[src/rtl/edge_event_logger.sv]
// Edge event logger: timestamps rising/falling transitions on two sampled signals
// into a first-word-fall-through FIFO. Optional mask filtering under EDGE_LOG_FILTER_EN.
module edge_event_logger #(
  parameter int DEPTH = 8,
  parameter int TS_W  = 16
) (
  input  logic                   clk,
  input  logic                   reset,
  input  logic [1:0]             sig_in,
`ifdef EDGE_LOG_FILTER_EN
  input  logic [1:0]             rise_mask,
  input  logic [1:0]             fall_mask,
`endif
  output logic                   ev_valid,
  input  logic                   ev_ready,
  output logic [TS_W+5:0]        ev_data,
  output logic [$clog2(DEPTH):0] ev_level,
  output logic                   overflow,
  output logic [7:0]             drop_cnt
);

  localparam int AW = $clog2(DEPTH);
  localparam int RW = TS_W + 6;
  localparam logic [AW:0] FULL_LVL = (AW+1)'(DEPTH);

  logic [RW-1:0]   mem [DEPTH];
  logic [AW-1:0]   wr_ptr_reg, rd_ptr_reg;
  logic [AW:0]     level_reg, level_next;
  logic            valid_reg;
  logic [RW-1:0]   head_reg, head_next;
  logic [TS_W-1:0] ts_reg;
  logic [1:0]      prev_reg;
  logic            primed_reg;
  logic            overflow_reg;
  logic [7:0]      drop_cnt_reg;

  logic [1:0]      rise, fall, rise_k, fall_k;
  logic            detect, want, pop, push, drop;
  logic [RW-1:0]   rec;
  logic [AW:0]     level_after_pop;
  logic [AW-1:0]   rd_next;

  always_comb begin
    rise   = ~prev_reg & sig_in;
    fall   = prev_reg & ~sig_in;
    detect = primed_reg && (sig_in != prev_reg);
`ifdef EDGE_LOG_FILTER_EN
    rise_k = rise & rise_mask;
    fall_k = fall & fall_mask;
    want   = detect && (|(rise_k | fall_k));
`else
    rise_k = rise;
    fall_k = fall;
    want   = detect;
`endif
    rec  = {ts_reg, fall_k, rise_k, sig_in};
    pop  = valid_reg & ev_ready;
    // A full FIFO can still take the record when the head leaves in the same cycle
    push = want && ((level_reg != FULL_LVL) || pop);
    drop = want && !push;
  end

  always_comb begin
    level_next = level_reg;
    case ({push, pop})
      2'b10:   level_next = level_reg + (AW+1)'(1);
      2'b01:   level_next = level_reg - (AW+1)'(1);
      default: level_next = level_reg;
    endcase
    level_after_pop = level_reg - (AW+1)'(pop);
    rd_next         = rd_ptr_reg + AW'(pop);
    // Registered head: the new record becomes head only when nothing older remains
    head_next = head_reg;
    if (level_after_pop == '0) begin
      if (push) head_next = rec;
    end else begin
      head_next = mem[rd_next];
    end
  end

  always_ff @(posedge clk) begin
    if (!reset && push) mem[wr_ptr_reg] <= rec;
  end

  always_ff @(posedge clk) begin
    if (reset) begin
      wr_ptr_reg   <= '0;
      rd_ptr_reg   <= '0;
      level_reg    <= '0;
      valid_reg    <= 1'b0;
      head_reg     <= '0;
      ts_reg       <= '0;
      prev_reg     <= '0;
      primed_reg   <= 1'b0;
      overflow_reg <= 1'b0;
      drop_cnt_reg <= '0;
    end else begin
      if (push) wr_ptr_reg <= wr_ptr_reg + AW'(1);
      rd_ptr_reg <= rd_next;
      level_reg  <= level_next;
      valid_reg  <= (level_next != '0);
      head_reg   <= head_next;
      ts_reg     <= ts_reg + TS_W'(1);
      prev_reg   <= sig_in;
      primed_reg <= 1'b1;
      if (drop) begin
        overflow_reg <= 1'b1;
        if (drop_cnt_reg != 8'hFF) drop_cnt_reg <= drop_cnt_reg + 8'd1;
      end
    end
  end

  assign ev_valid = valid_reg;
  assign ev_data  = head_reg;
  assign ev_level = level_reg;
  assign overflow = overflow_reg;
  assign drop_cnt = drop_cnt_reg;

endmodule

[config.mk]
export PLATFORM = sky130hd
export DESIGN_NAME = edge_event_logger
export DESIGN_NICKNAME = d
export VERILOG_FILES = /design/src/rtl/edge_event_logger.sv
export SDC_FILE = /design/constraint.sdc
export NUM_CORES = 1
export LEC_CHECK = 0
export BUFFER_PORTS_ARGS = -buffer_cell sky130_fd_sc_hd__buf_2
export CORE_AREA = 2 2 140 142
export CTS_CLUSTER_DIAMETER = 50
export DETAILED_ROUTE_END_ITERATION = 12
export DIE_AREA = 0 0 142 144
export PLACE_DENSITY = 0.77
export SETUP_SLACK_MARGIN = 0.2
export SYNTH_ARGS = -nofsm -noshare
export SYNTH_HDL_FRONTEND = slang
export SYNTH_SLANG_ARGS = --single-unit
[constraint.sdc]
create_clock -name clk -period 4.85 [get_ports clk]
set_clock_uncertainty 0.1 [all_clocks]
set_input_delay 0.485 -clock clk [delete_from_list [all_inputs] [get_ports clk]]
set_output_delay 0.485 -clock clk [all_outputs]
set_load 0.01 [all_outputs]
; Yosys cells after proc, flatten, opt, wreduce, memory -nomap -nowiden
; Memory sizes are Yosys's and may differ from the RTL's.
; Cells that the tools add are included.
[classes]
n_reduce_logical = 10
bitwise_logic = 5
addsub = 7
muxes = 6
n_eq_ne = 6
[ops]
columns = cell, count
row1 = $mux 22, 2
row2 = $add 16x1->16 const B, 1
row3 = $add 8x1->8 const B, 1
row4 = $ne 8x8->1 const B, 1
row5 = $pmux 4 s2, 1
row6 = $add 4x1->4 const B, 1
row7 = $and 2x2->2, 2
row8 = $logic_and 1x1->1, 4
row9 = $logic_not 4->1, 1
row10 = $ne 4x4->1 const B, 1
row11 = $not 2->2, 2
row12 = $reduce_bool 4->1, 1
row13 = $sub 4x1->4, 1
row14 = $sub 4x1->4 const B, 1
row15 = $add 3x1->3, 1
row16 = $add 3x1->3 const B, 1
row17 = $mux 1, 3
row18 = $eq 2x1->1 const B, 1
row19 = $eq 2x2->1 const B, 1
row20 = $logic_not 1->1, 2
row21 = $ne 2x2->1, 1
row22 = $ne 2x2->1 const B, 1
row23 = $reduce_and 2->1, 1
row24 = $and 1x1->1, 1
row25 = $logic_or 1x1->1, 1
[word_totals]
ram_bits = 176
mem_count = 1
inputBits = 5
reg_bits = 61
[memory_table]
columns = name, depth, width, rd, rd_clocked_by_memory_dff, write_ports, line
row1 = mem, 8, 22, 1, 0, 1, 26  ; logic [RW-1:0] mem [DEPTH];

; Logic depth before layout (Yosys ltp)
; Gate-level depths: netlist (run 1).
[depth]
word_depth = 6
ltp_mapped = 11

; Worst setup path before layout (run 1)
; No wires, ideal clock.
[synth_path]
kind = input to register
startpoint = input port sig_in[0]
endpoint = memory mem[4][0] (netlist name), enable pin
required_ns = 4.293
arrival_time_ns = 3.826
path_slack_ns = 0.467
setup_ns = 0.457
cell_stages = 7
path_cell_list = inv_1 -> ha_1 -> a21bo_2 -> a21oi_4 -> buf_4 -> nand2_1 -> nor4_1
[synth_between]
elab_chain_cells = 6
[synth_rtl]
columns = item, line
row1 = from (decl), 9  ; input logic [1:0] sig_in,
row2 = $ne 2x2->1, 46  ; detect = primed_reg && (sig_in != prev_reg);
row3 = $logic_and 1x1->1, 46
row4 = $logic_and 1x1->1, 59  ; push = want && ((level_reg != FULL_LVL) || pop);
row5 = $logic_and 1x1->1, 82  ; if (!reset && push) mem[wr_ptr_reg] <= rec;
row6 = $mux 1, 82
row7 = $mux 1 (not written as such), 82
row8 = to (decl), 26
; Every way passes these cells.

; Worst setup path in the final report (run 1)
[layout_path]
startpoint = register valid_reg, in the netlist ev_valid
endpoint = register head_reg[6], in the netlist ev_data[6]
[layout_between]
elab_chain_cells = 4
word_cells_on_any_way = 9
[layout_rtl]
columns = item, line
row1 = from (decl), 29  ; logic valid_reg;
row2 = from (signal assigned), 101  ; valid_reg <= (level_next != '0);
row3 = $and 1x1->1, 57  ; pop = valid_reg & ev_ready;
row4 = $add 3x1->3, 71  ; rd_next = rd_ptr_reg + AW'(pop);
row5 = via rd_next[1], 41  ; logic [AW-1:0] rd_next;
row6 = $mem_v2 8x22, n/a
row7 = $mux 22, 74  ; if (level_after_pop == '0) begin
row8 = to (signal assigned), 102  ; head_reg <= head_next;
row9 = to (decl), 30  ; logic [RW-1:0] head_reg, head_next;
; The timed path passes the listed nets, and every way through them passes these cells.
; A chain may end at the register's enable or synchronous reset.

==> results.py, run 1 <==
metrics = {
    "run_status": {
        "status": "completed",
    },
    "yosys": {
        "ys.flop_type": "edfxtp_1",
        "ys_seq_elements": 237,
        "synth.net_count": 563,
        "synthArstFlopShare_pct": 0,
        "synth-edff-count": 176,
        "ys_types": 41,
        "ys_seq_area_share_pct": 69.9,
        "syn_avg_cell_area_um2": 17.1,
        "yosysWarnings": 0,
        "netlist_area_mm2": 0.00930,
        "syn_inst": 545,
    },
    "routing": {
        "drtAntennaViolNets": 0,
        "vias": 5045,
        "drcViolationCount": 0,
        "routed_wl_mm": 18.8,
        "routed_via_density": 5.88,
        "wl_per_cell_um": 22.0,
        "drtPass1Iterations": 5,
        "drt_iter0_drc": 415,
    },
    "cts": {
        "clk_path_buf_depth": 3,
        "cts_resized": 0,
        "root_buffer": "clkbuf_16",
        "clk_latency_ns": 0.52,
        "post_cts_buffers": 0,
        "cts_tree": "yes",
        "clk_pin_slew_ns": 0.06,
        "ctsHoldBuffers": 0,
        "cts.sinks": 237,
        "h-tree-depth": 1,
        "numCtsBuffers": 25,
    },
    "sta": {
        "finalHoldViolCount": 0,
        "relSlewSlack_pct": 19.8,
        "drv_slew": 0,
        "setup_tns_ns": 0,
        "grt_setup_unrepaired": "false",
        "setup_viol": 0,
        "finalCritPeriodShare_pct": 59.4,
        "tightest_slew_ns": 1.20,
        "finalCriticalPeriod_ns": 2.88,
        "fmax_mhz": 347,
    },
    "final_layout": {
        "layout.nets": 619,
        "design_area_mm2": 0.0107,
        "final_cell_mix": "edfxtp_1, dfxtp_1, mux2i_1, mux4_2, buf_2",
        "seqCellArea_mm2": 0.00651,
        "drive_above_1_share_pct": 25.2,
        "final_util_pct": 55.8,
        "fillers": 1426,
        "multi_input_area_mm2": 0.00270,
        "final_common_cell": "edfxtp_1",
        "largest_reg_flops": 176,
        "antenna_cells": 0,
        "syn2layout_area_growth_pct": 14.5,
    },
    "floorplan": {
        "die_y_um": 144,
        "rows": 51,
        "coreArea_mm2": 0.0191,
        "dieArea_mm2": 0.0204,
        "num_io_pins": 41,
        "start_util_pct": 48.8,
        "die_x_um": 142,
    },
    "placement": {
        "placed_area_mm2": 0.00984,
        "port_buffers": 40,
        "dp_hpwl_mm": 10.6,
        "place_congestion": 0.852,
    },
    "global_route": {
        "antenna_found_initial": 0,
        "track_usage_pct": 18.9,
        "grt_overflow": 0,
        "grt_pass1_wl_mm": 29.5,
        "grt_max_degree": 46,
        "first_global_vias": 5304,
    },
    "setup_path": {
        "slowest_delay_ns": 1.12,
        "cp_slowest_cell": "ha_2",
        "critPathBufInv": 1,
        "worstPathCellList": "nand2_1, inv_1, ha_2, ha_2, mux4_2, mux2i_1, o22ai_1",
        "cp.required_ns": 5.08,
        "cp_top_family": "adder cells",
        "worstSetupPathType": "flop to flop",
        "crit_path_end_kind": "flop",
        "worst-path-max-fanout": 45,
        "crit_arrival_ns": 3.11,
        "start_kind": "flop",
        "crit_top_cell": "ha_2",
    },
    "pwr": {
        "p_int_w": 0.00392,
        "p_sw_share_pct": 27.0,
        "pwr-share-clk_pct": 34.5,
        "pwr-share-comb_pct": 21.0,
        "p_leak_nw": 3.61,
        "p_switching_w": 0.00145,
        "ir_drop_uv": 317,
        "seq_power_share_pct": 44.6,
        "cellPowerDensity_mw_per_mm2": 505,
    },
    "hold_path": {
        "holdCritPathClass": "input pin to flop",
    },
    "job": {
        "maxCapViolCount": 0,
    },
}
[synth_stat cells, drive strengths merged (8+ instances only)]
master / n / area (um2)
buf: 13 / 73.8
xor2: 10 / 87.6
clkbuf: 11 / 41.3
o21ai: 8 / 40.0
mux2i: 48 / 480
nand3: 12 / 60.1
nand2: 18 / 67.6
mux4: 44 / 991
edfxtp: 176 / 5290
nor2: 34 / 128
o22ai: 23 / 144
nor3: 8 / 51.3
a21oi: 10 / 61.3
inv: 11 / 41.3
dfxtp: 61 / 1220
xnor2: 11 / 96.3
ha: 12 / 150
[final timing paths]
path	from	to	slack, ns	depth (start not counted)
worst min-delay path	sig_in[1]	mem[4][1]	0.22	1
worst max register to register	ev_valid	ev_data[6]	1.97	7
worst max-delay path	ev_valid	ev_data[6]	1.97	7
worst min register to register	overflow	overflow	0.41	2
[power groups by stage]
| stage | logic, W | clock network [W] | registers [W] |
|---|---|---|---|
| after global placement | 0.00111 | 0 | 0.00243 |
| final | 0.00113 | 0.00185 | 0.00240 |
| after CTS | 0.00114 | 0.00187 | 0.00240 |
| after floorplan | 0.000790 | 0 | 0.00246 |
| after detailed placement | 0.00113 | 0 | 0.00244 |
| after global routing | 0.00122 | 0.00195 | 0.00241 |
[logic make-up (layout without fill, tap and decap cells)]
| logic type | Yosys count | count (layout) | share of synthesized area [%] |
|---|---|---|---|
| AOI/OAI and AO/OA | 51 | 51 | 3.78 |
| xor gates and xnor gates | 21 | 21 | 1.98 |
| adders and majority gates | 13 | 13 | 1.83 |
| buffers and inverters | 35 | 110 | 1.68 |
| and+or+nand+nor | 96 | 96 | 4.98 |
| muxes | 92 | 92 | 15.8 |
| DFF | 237 | 237 | 69.9 |
[per-stage QoR]
step | instances | hold WS (ns) | power [W] | setup slack (ns)
after floorplan | 545 | 0.395 | 0.00325 | 0.467
after global placement | 812 | 0.375 | 0.00354 | 1.69
after detailed placement | 812 | 0.388 | 0.00357 | 1.54
after CTS | 858 | 0.209 | 0.00541 | 1.95
after global routing | 858 | 0.229 | 0.00558 | 1.85
final | 858 | 0.217 | 0.00538 | 1.97
[area by class of cell]
| cell class | count | share of cell area, % |
|---|---|---|
| clock inverter | 12 | 0.928 |
| inverter | 11 | 0.388 |
| tap | 238 | 2.80 |
| sequential | 237 | 61.1 |
| timing repair buffer | 53 | 2.80 |
| multi-input combinational | 273 | 25.3 |
| clock buffer | 34 | 6.67 |
[per-layer routing]
| metal | GRT usage [%] | up-vias | routed length, um |
|---|---|---|---|
| met5 | 0 | - | 0 |
| met4 | 6.42 | 0 | 435 |
| met3 | 2.15 | 38 | 1120 |
| met2 | 32.4 | 171 | 9390 |
| met1 | 25.5 | 2583 | 7890 |
| li1 | - | 2253 | - |
No activity file was read; power rests on OpenSTA's default activity.
==> inputs of run 2 (changes only) <==
--- a/config.mk
+++ b/config.mk
@@ -5,12 +5,13 @@
 export SDC_FILE = /design/constraint.sdc
 export NUM_CORES = 1
 export LEC_CHECK = 0
+export ABC_AREA = 1
 export BUFFER_PORTS_ARGS = -buffer_cell sky130_fd_sc_hd__buf_2
-export CORE_AREA = 2 2 140 142
+export CORE_AREA = 2 2 143 145
 export CTS_CLUSTER_DIAMETER = 50
 export DETAILED_ROUTE_END_ITERATION = 12
-export DIE_AREA = 0 0 142 144
-export PLACE_DENSITY = 0.77
+export DIE_AREA = 0 0 145 147
+export PLACE_DENSITY = 0.79
 export SETUP_SLACK_MARGIN = 0.2
 export SYNTH_ARGS = -nofsm -noshare
 export SYNTH_HDL_FRONTEND = slang
==> constraint.sdc (replaced) <==
create_clock -name clk -period 2.5 [get_ports clk]
set_clock_uncertainty 0.1 [all_clocks]
set_input_delay 0.25 -clock clk [delete_from_list [all_inputs] [get_ports clk]]
set_output_delay 0.25 -clock clk [all_outputs]
set_load 0.01 [all_outputs]
==> results.py, run 2 <==
metrics = {
    "routing": {
        "drt_iter0_drc": 784,
        "routed_via_density": 5.69,
        "drcViolationCount": 0,
        "wl_per_cell_um": 18.7,
        "vias": 6903,
        "drtAntennaViolNets": 0,
        "drtPass1Iterations": 5,
        "routed_wl_mm": 22.7,
    },
    "final_layout": {
        "final_cell_mix": "edfxtp_1, nor2_1, o21ai_0, dfxtp_1, nand2_1",
        "layout.nets": 944,
        "largest_reg_flops": 176,
        "syn2layout_area_growth_pct": 18.4,
        "drive_above_1_share_pct": 16.3,
        "antenna_cells": 0,
        "final_common_cell": "edfxtp_1",
    },
    "cts": {
        "h-tree-depth": 1,
        "cts_tree": "yes",
        "numCtsBuffers": 24,
        "clk_path_buf_depth": 3,
        "clk_pin_slew_ns": 0.06,
        "clk_latency_ns": 0.51,
        "cts.sinks": 237,
        "root_buffer": "clkbuf_16",
    },
    "placement": {
        "place_congestion": 0.838,
        "port_buffers": 40,
        "dp_hpwl_mm": 12.6,
    },
    "floorplan": {
        "dieArea_mm2": 0.0213,
        "start_util_pct": 48.7,
        "die_y_um": 147,
        "coreArea_mm2": 0.0198,
        "num_io_pins": 41,
        "rows": 52,
        "die_x_um": 145,
    },
    "sta": {
        "finalCriticalPeriod_ns": 2.22,
        "tightest_slew_ns": 0.535,
        "finalHoldViolCount": 0,
        "drv_slew": 0,
        "fmax_mhz": 450,
        "finalCritPeriodShare_pct": 88.9,
        "setup_tns_ns": 0,
        "grt_setup_unrepaired": "true",
        "relSlewSlack_pct": 64.3,
        "holdWs_ns": 0.0156,
        "setup_viol": 0,
    },
    "yosys": {
        "syn_inst": 868,
        "ys_seq_area_share_pct": 67.3,
        "ys_types": 34,
        "yosysTopAreaCell": "edfxtp_1",
        "syn_avg_cell_area_um2": 11.1,
        "ys.flop_type": "edfxtp_1",
        "ys_seq_elements": 237,
        "ys_top_cells_by_area": "edfxtp_1, dfxtp_1, nor2_1",
        "synth.net_count": 886,
        "yosys-top-cells-count": "edfxtp_1, nor2_1, o21ai_0, dfxtp_1, nand2_1",
        "yosysWarnings": 0,
        "netlist_area_mm2": 0.00966,
        "synth_top_area_share_pct": 54.7,
        "synthArstFlopShare_pct": 0,
        "yosysMostFrequentCell": "edfxtp_1",
        "synth-edff-count": 176,
    },
    "pwr": {
        "p_leak_nw": 4.17,
        "ir_drop_uv": 687,
        "cellPowerDensity_mw_per_mm2": 972,
    },
    "setup_path": {
        "crit_path_end_kind": "flop",
        "rrSetupSlack_ns": 0.28,
        "cp.required_ns": 2.58,
        "worst-path-max-fanout": 13,
        "rr_endpoint": "mem[1][2]",
        "r2r-start": "prev_reg[0]",
        "start_kind": "flop",
        "worstSetupPathType": "flop to flop",
        "worstRegToRegCells": 9,
        "crit_arrival_ns": 2.31,
    },
    "global_route": {
        "track_usage_pct": 20.7,
        "grt_max_degree": 89,
        "grt_overflow": 0,
        "first_global_vias": 6639,
        "antenna_found_initial": 0,
        "grt_pass1_wl_mm": 35.1,
    },
    "hold_path": {
        "holdPathEnd": "mem[5][0]",
        "min-delay-start": "sig_in[0]",
        "holdCritPathClass": "input pin to flop",
        "hold_path_depth": 2,
    },
    "job": {
        "maxCapViolCount": 0,
    },
    "run_status": {
        "status": "completed",
    },
}
run 2: per-stage QoR:
step / power [W] / util (%) / instances / cell area, um2 / setup slack [ns]
floorplan: 0.00618 / - / 868 / 9710 / -0.106
global placement: 0.00680 / 52.2 / 1161 / 10400 / 0.196
detailed placement: 0.00686 / 52.2 / 1161 / 10400 / 0.0913
CTS: 0.0110 / 57.1 / 1208 / 11300 / 0.186
global route: 0.0116 / 57.6 / 1214 / 11400 / 0.161
finish: 0.0111 / 57.6 / 1214 / 11400 / 0.277
run 2: layout make-up:
cell class	count	area, um2
fillers	1540	8410
flip-flops and latches	237	6510
multi-input cells	540	2830
repair buffers	80	673
clock buffers	32	672
well taps	270	338
clock inverters	12	245
inverters	42	163
repair inverters	1	7.51
run 2: report_power, final:
part	switching [W]	internal, W	total, W
clock network	0.00145	0.00262	0.00407
registers	0.000124	0.00443	0.00455
logic	0.00163	0.000855	0.00249
total	0.00321	0.00790	0.0111
run 2: critical path, cell delays in order, from the launching register on:
cell and delay [ns]:
dfxtp_1 0.32, ha_1 0.28, nand2_2 0.11, nand2_2 0.08, inv_1 0.07, nand2_2 0.11, nor2_1 0.24, nand2_2 0.20
nor2_4 0.13, buf_4 0.26
run 2: what timing repair did:
item                       4_1_cts  5_1_grt
hold endpoints to repair         4        0
buffers inserted                 0        4
pin swaps                        0        1
hold buffers                     3        0
setup endpoints to repair       15      190
gates resized for setup          3       15
cloned                           0        2
run 2: worst max-delay path by stage:
stage                      from         end  slack (ns)  depth (start not counted)
global route        prev_reg[1]    ev_valid        0.16                         13
CTS                 prev_reg[0]    ev_valid        0.19                         13
detailed placement    sig_in[0]  mem[1][18]        0.09                         11
floorplan             sig_in[0]   mem[0][0]       -0.11                         10
finish              prev_reg[0]   mem[1][2]        0.28                          9
global placement      sig_in[1]  mem[1][15]        0.20                         11
run 2: routing by layer:
metal | wire, um | GRT usage (%)
met5 | 0 | 0
met4 | 666 | 7.77
met3 | 1940 | 3.20
met2 | 10900 | 34.5
met1 | 9120 | 27.7
run 2: cells by family (layout without fill, tap and decap cells):
group                      count (synthesis)  count (layout)  synth area share [%]
AOI/OAI and AO/OA                        233             233                  13.3
xor gates and xnor gates                   6               6                 0.622
adders and majority gates                 13              13                  1.76
buffers and inverters                     91             167                  4.51
DFF                                      237             237                  67.3
and+or+nand+nor                          288             288                  12.5
==> inputs of run 3 (changes only) <==
--- a/config.mk
+++ b/config.mk
@@ -7,11 +7,13 @@
 export LEC_CHECK = 0
 export ABC_AREA = 1
 export BUFFER_PORTS_ARGS = -buffer_cell sky130_fd_sc_hd__buf_2
-export CORE_AREA = 2 2 143 145
+export CELL_PAD_IN_SITES_DETAIL_PLACEMENT = 1
+export CELL_PAD_IN_SITES_GLOBAL_PLACEMENT = 2
+export CORE_AREA = 2 2 157 159
 export CTS_CLUSTER_DIAMETER = 50
 export DETAILED_ROUTE_END_ITERATION = 12
-export DIE_AREA = 0 0 145 147
-export PLACE_DENSITY = 0.79
+export DIE_AREA = 0 0 159 161
+export PLACE_DENSITY = 0.88
 export SETUP_SLACK_MARGIN = 0.2
 export SYNTH_ARGS = -nofsm -noshare
 export SYNTH_HDL_FRONTEND = slang
==> constraint.sdc (replaced) <==
create_clock -name clk -period 2.4 [get_ports clk]
set_clock_uncertainty 0.1 [all_clocks]
set_input_delay 0.24 -clock clk [delete_from_list [all_inputs] [get_ports clk]]
set_output_delay 0.24 -clock clk [all_outputs]
set_load 0.01 [all_outputs]
==> results.py, run 3 (synthesis gave the netlist of run 2 again) <==
metrics = {
    "run_status": {
        "status": "completed",
    },
    "placement": {
        "place_congestion": 0.769,
        "place_inst": 1222,
        "port_buffers": 40,
        "dp_hpwl_mm": 15.1,
    },
    "setup_path": {
        "r2r-start": "ev_valid",
        "worstPathCellList": "nand2_2, inv_2, ha_4, clkinv_2, buf_12, o21ai_0, o211ai_1, nand3_1, a21oi_1",
        "worst-path-max-fanout": 40,
        "crit_arrival_ns": 2.39,
        "worstRegToRegCells": 9,
        "worstSetupPathType": "flop to flop",
        "cp_slowest_cell": "ha_4",
        "start_kind": "flop",
        "rrSetupSlack_ns": 0.32,
        "rr_endpoint": "ev_data[21]",
        "crit_path_end_kind": "flop",
        "slowest_delay_ns": 0.35,
        "cp.required_ns": 2.71,
    },
    "final_layout": {
        "final_common_cell": "edfxtp_1",
        "syn2layout_area_growth_pct": 20.4,
        "antenna_cells": 0,
        "drive_above_1_share_pct": 18.2,
        "final_cell_mix": "edfxtp_1, nor2_1, o21ai_0, dfxtp_1, nand2_1",
        "finalNonFillerCells": 1281,
        "layout.nets": 955,
        "largest_reg_flops": 176,
    },
    "cts": {
        "h-tree-depth": 1,
        "cts.sinks": 237,
        "numCtsBuffers": 26,
        "clk_latency_ns": 0.53,
        "clk_path_buf_depth": 3,
        "cts_tree": "yes",
        "root_buffer": "clkbuf_16",
        "clk_pin_slew_ns": 0.06,
    },
    "hold_path": {
        "holdPathEnd": "mem[3][4]",
        "hold_path_depth": 3,
        "holdCritPathClass": "input pin to flop",
        "min-delay-start": "sig_in[0]",
    },
    "sta": {
        "tightest_slew_ns": 0.640,
        "finalHoldViolCount": 0,
        "finalCriticalPeriod_ns": 2.08,
        "fmax_mhz": 481,
        "finalCritPeriodShare_pct": 86.7,
        "relSlewSlack_pct": 57.3,
        "drv_slew": 0,
        "setup_viol": 0,
        "grt_setup_unrepaired": "true",
        "setup_tns_ns": 0,
    },
    "global_route": {
        "grt_max_degree": 53,
        "antenna_found_initial": 0,
        "first_global_vias": 7318,
        "grt_overflow": 0,
        "grt_pass1_wl_mm": 41.2,
        "track_usage_pct": 20.4,
    },
    "job": {
        "maxCapViolCount": 0,
    },
    "pwr": {
        "p_leak_nw": 4.22,
        "cellPowerDensity_mw_per_mm2": 1010,
        "ir_drop_uv": 519,
    },
    "floorplan": {
        "die_x_um": 159,
        "start_util_pct": 40.3,
        "coreArea_mm2": 0.0240,
        "dieArea_mm2": 0.0256,
        "num_io_pins": 41,
        "die_y_um": 161,
        "rows": 57,
    },
    "routing": {
        "wl_met3_mm": 1.37,
        "drtPass1Iterations": 5,
        "wl_per_cell_um": 20.5,
        "drtAntennaViolNets": 0,
        "drt_iter0_drc": 483,
        "routed_wl_mm": 26.3,
        "vias": 6904,
        "drcViolationCount": 0,
        "met2_length_mm": 13.2,
        "routed_via_density": 5.39,
        "drt-met1-wl_mm": 11.3,
        "top_layer": "met4",
    },
}
==> run 3: cell types whose count changed in the layout (fill, tap and decap cells not counted), moves of 4 or more <==
cell / change
bufinv_16: -4
inv_2: +4
ha_4: +4
clkbuf_16: +4
inv_1: -4
nor2_2: +4
buf_4: +8
==> run 3: worst max path at each step <==
stage	end	startpoint	cells after the start
CTS	ev_data[9]	ev_valid	9
floorplan	mem[1][0]	prev_reg[0]	9
global route	ev_valid	prev_reg[0]	13
global placement	ev_valid	sig_in[0]	15
finish	ev_data[21]	ev_valid	9
detailed placement	ev_valid	sig_in[0]	15
==> run 3: power breakdown <==
part	switching (W)	total (W)	internal [W]
combinational	0.00175	0.00270	0.000944
clock	0.00166	0.00424	0.00258
sequential	0.000139	0.00475	0.00461
==> run 3: through the flow <==
| step | hold slack, ns | cell area (um2) | power [W] | setup slack, ns | utilization [%] |
|---|---|---|---|---|---|
| after detailed placement | 0.394 | 10500 | 0.00736 | 0.0799 | 43.9 |
| after global routing | 0.138 | 11600 | 0.0122 | 0.180 | 48.5 |
| final | 0.116 | 11600 | 0.0117 | 0.320 | 48.5 |
| after CTS | 0.0987 | 11500 | 0.0117 | 0.146 | 48.1 |
| after global placement | 0.356 | 10500 | 0.00728 | 0.188 | 43.9 |
| after floorplan | 0.239 | 9760 | 0.00646 | 0.123 | - |
==> run 3: metal layers <==
layer,global-route usage [%],vias to the layer above
li1,-,3227
met1,26.4,3477
met2,34.8,163
met3,3.88,37
met4,6.40,0
met5,0,-
==> run 3: critical path, delay by kind of cell (launching register included) <==
family	cells	cell delay (ns)
flops	1	0.32
buf+inv	3	0.42
simple gates	2	0.25
compound gates	3	0.51
fa+ha+maj	1	0.35
==> run 3: final cells by class <==
class	count	area [um2]
multi-input combinational	540	2860
inverter	42	161
sequential	237	6510
clock inverter	13	158
tap	324	405
fill	2609	12300
timing repair buffer	90	767
clock buffer	35	767
==> run 3: timing repair <==
action	CTS	global route
pin swaps	0	1
gates resized for setup	1	11
hold endpoints to repair	23	0
gates cloned	0	2
setup buffers	0	3
endpoints found under the setup margin	10	24
hold buffers	6	0
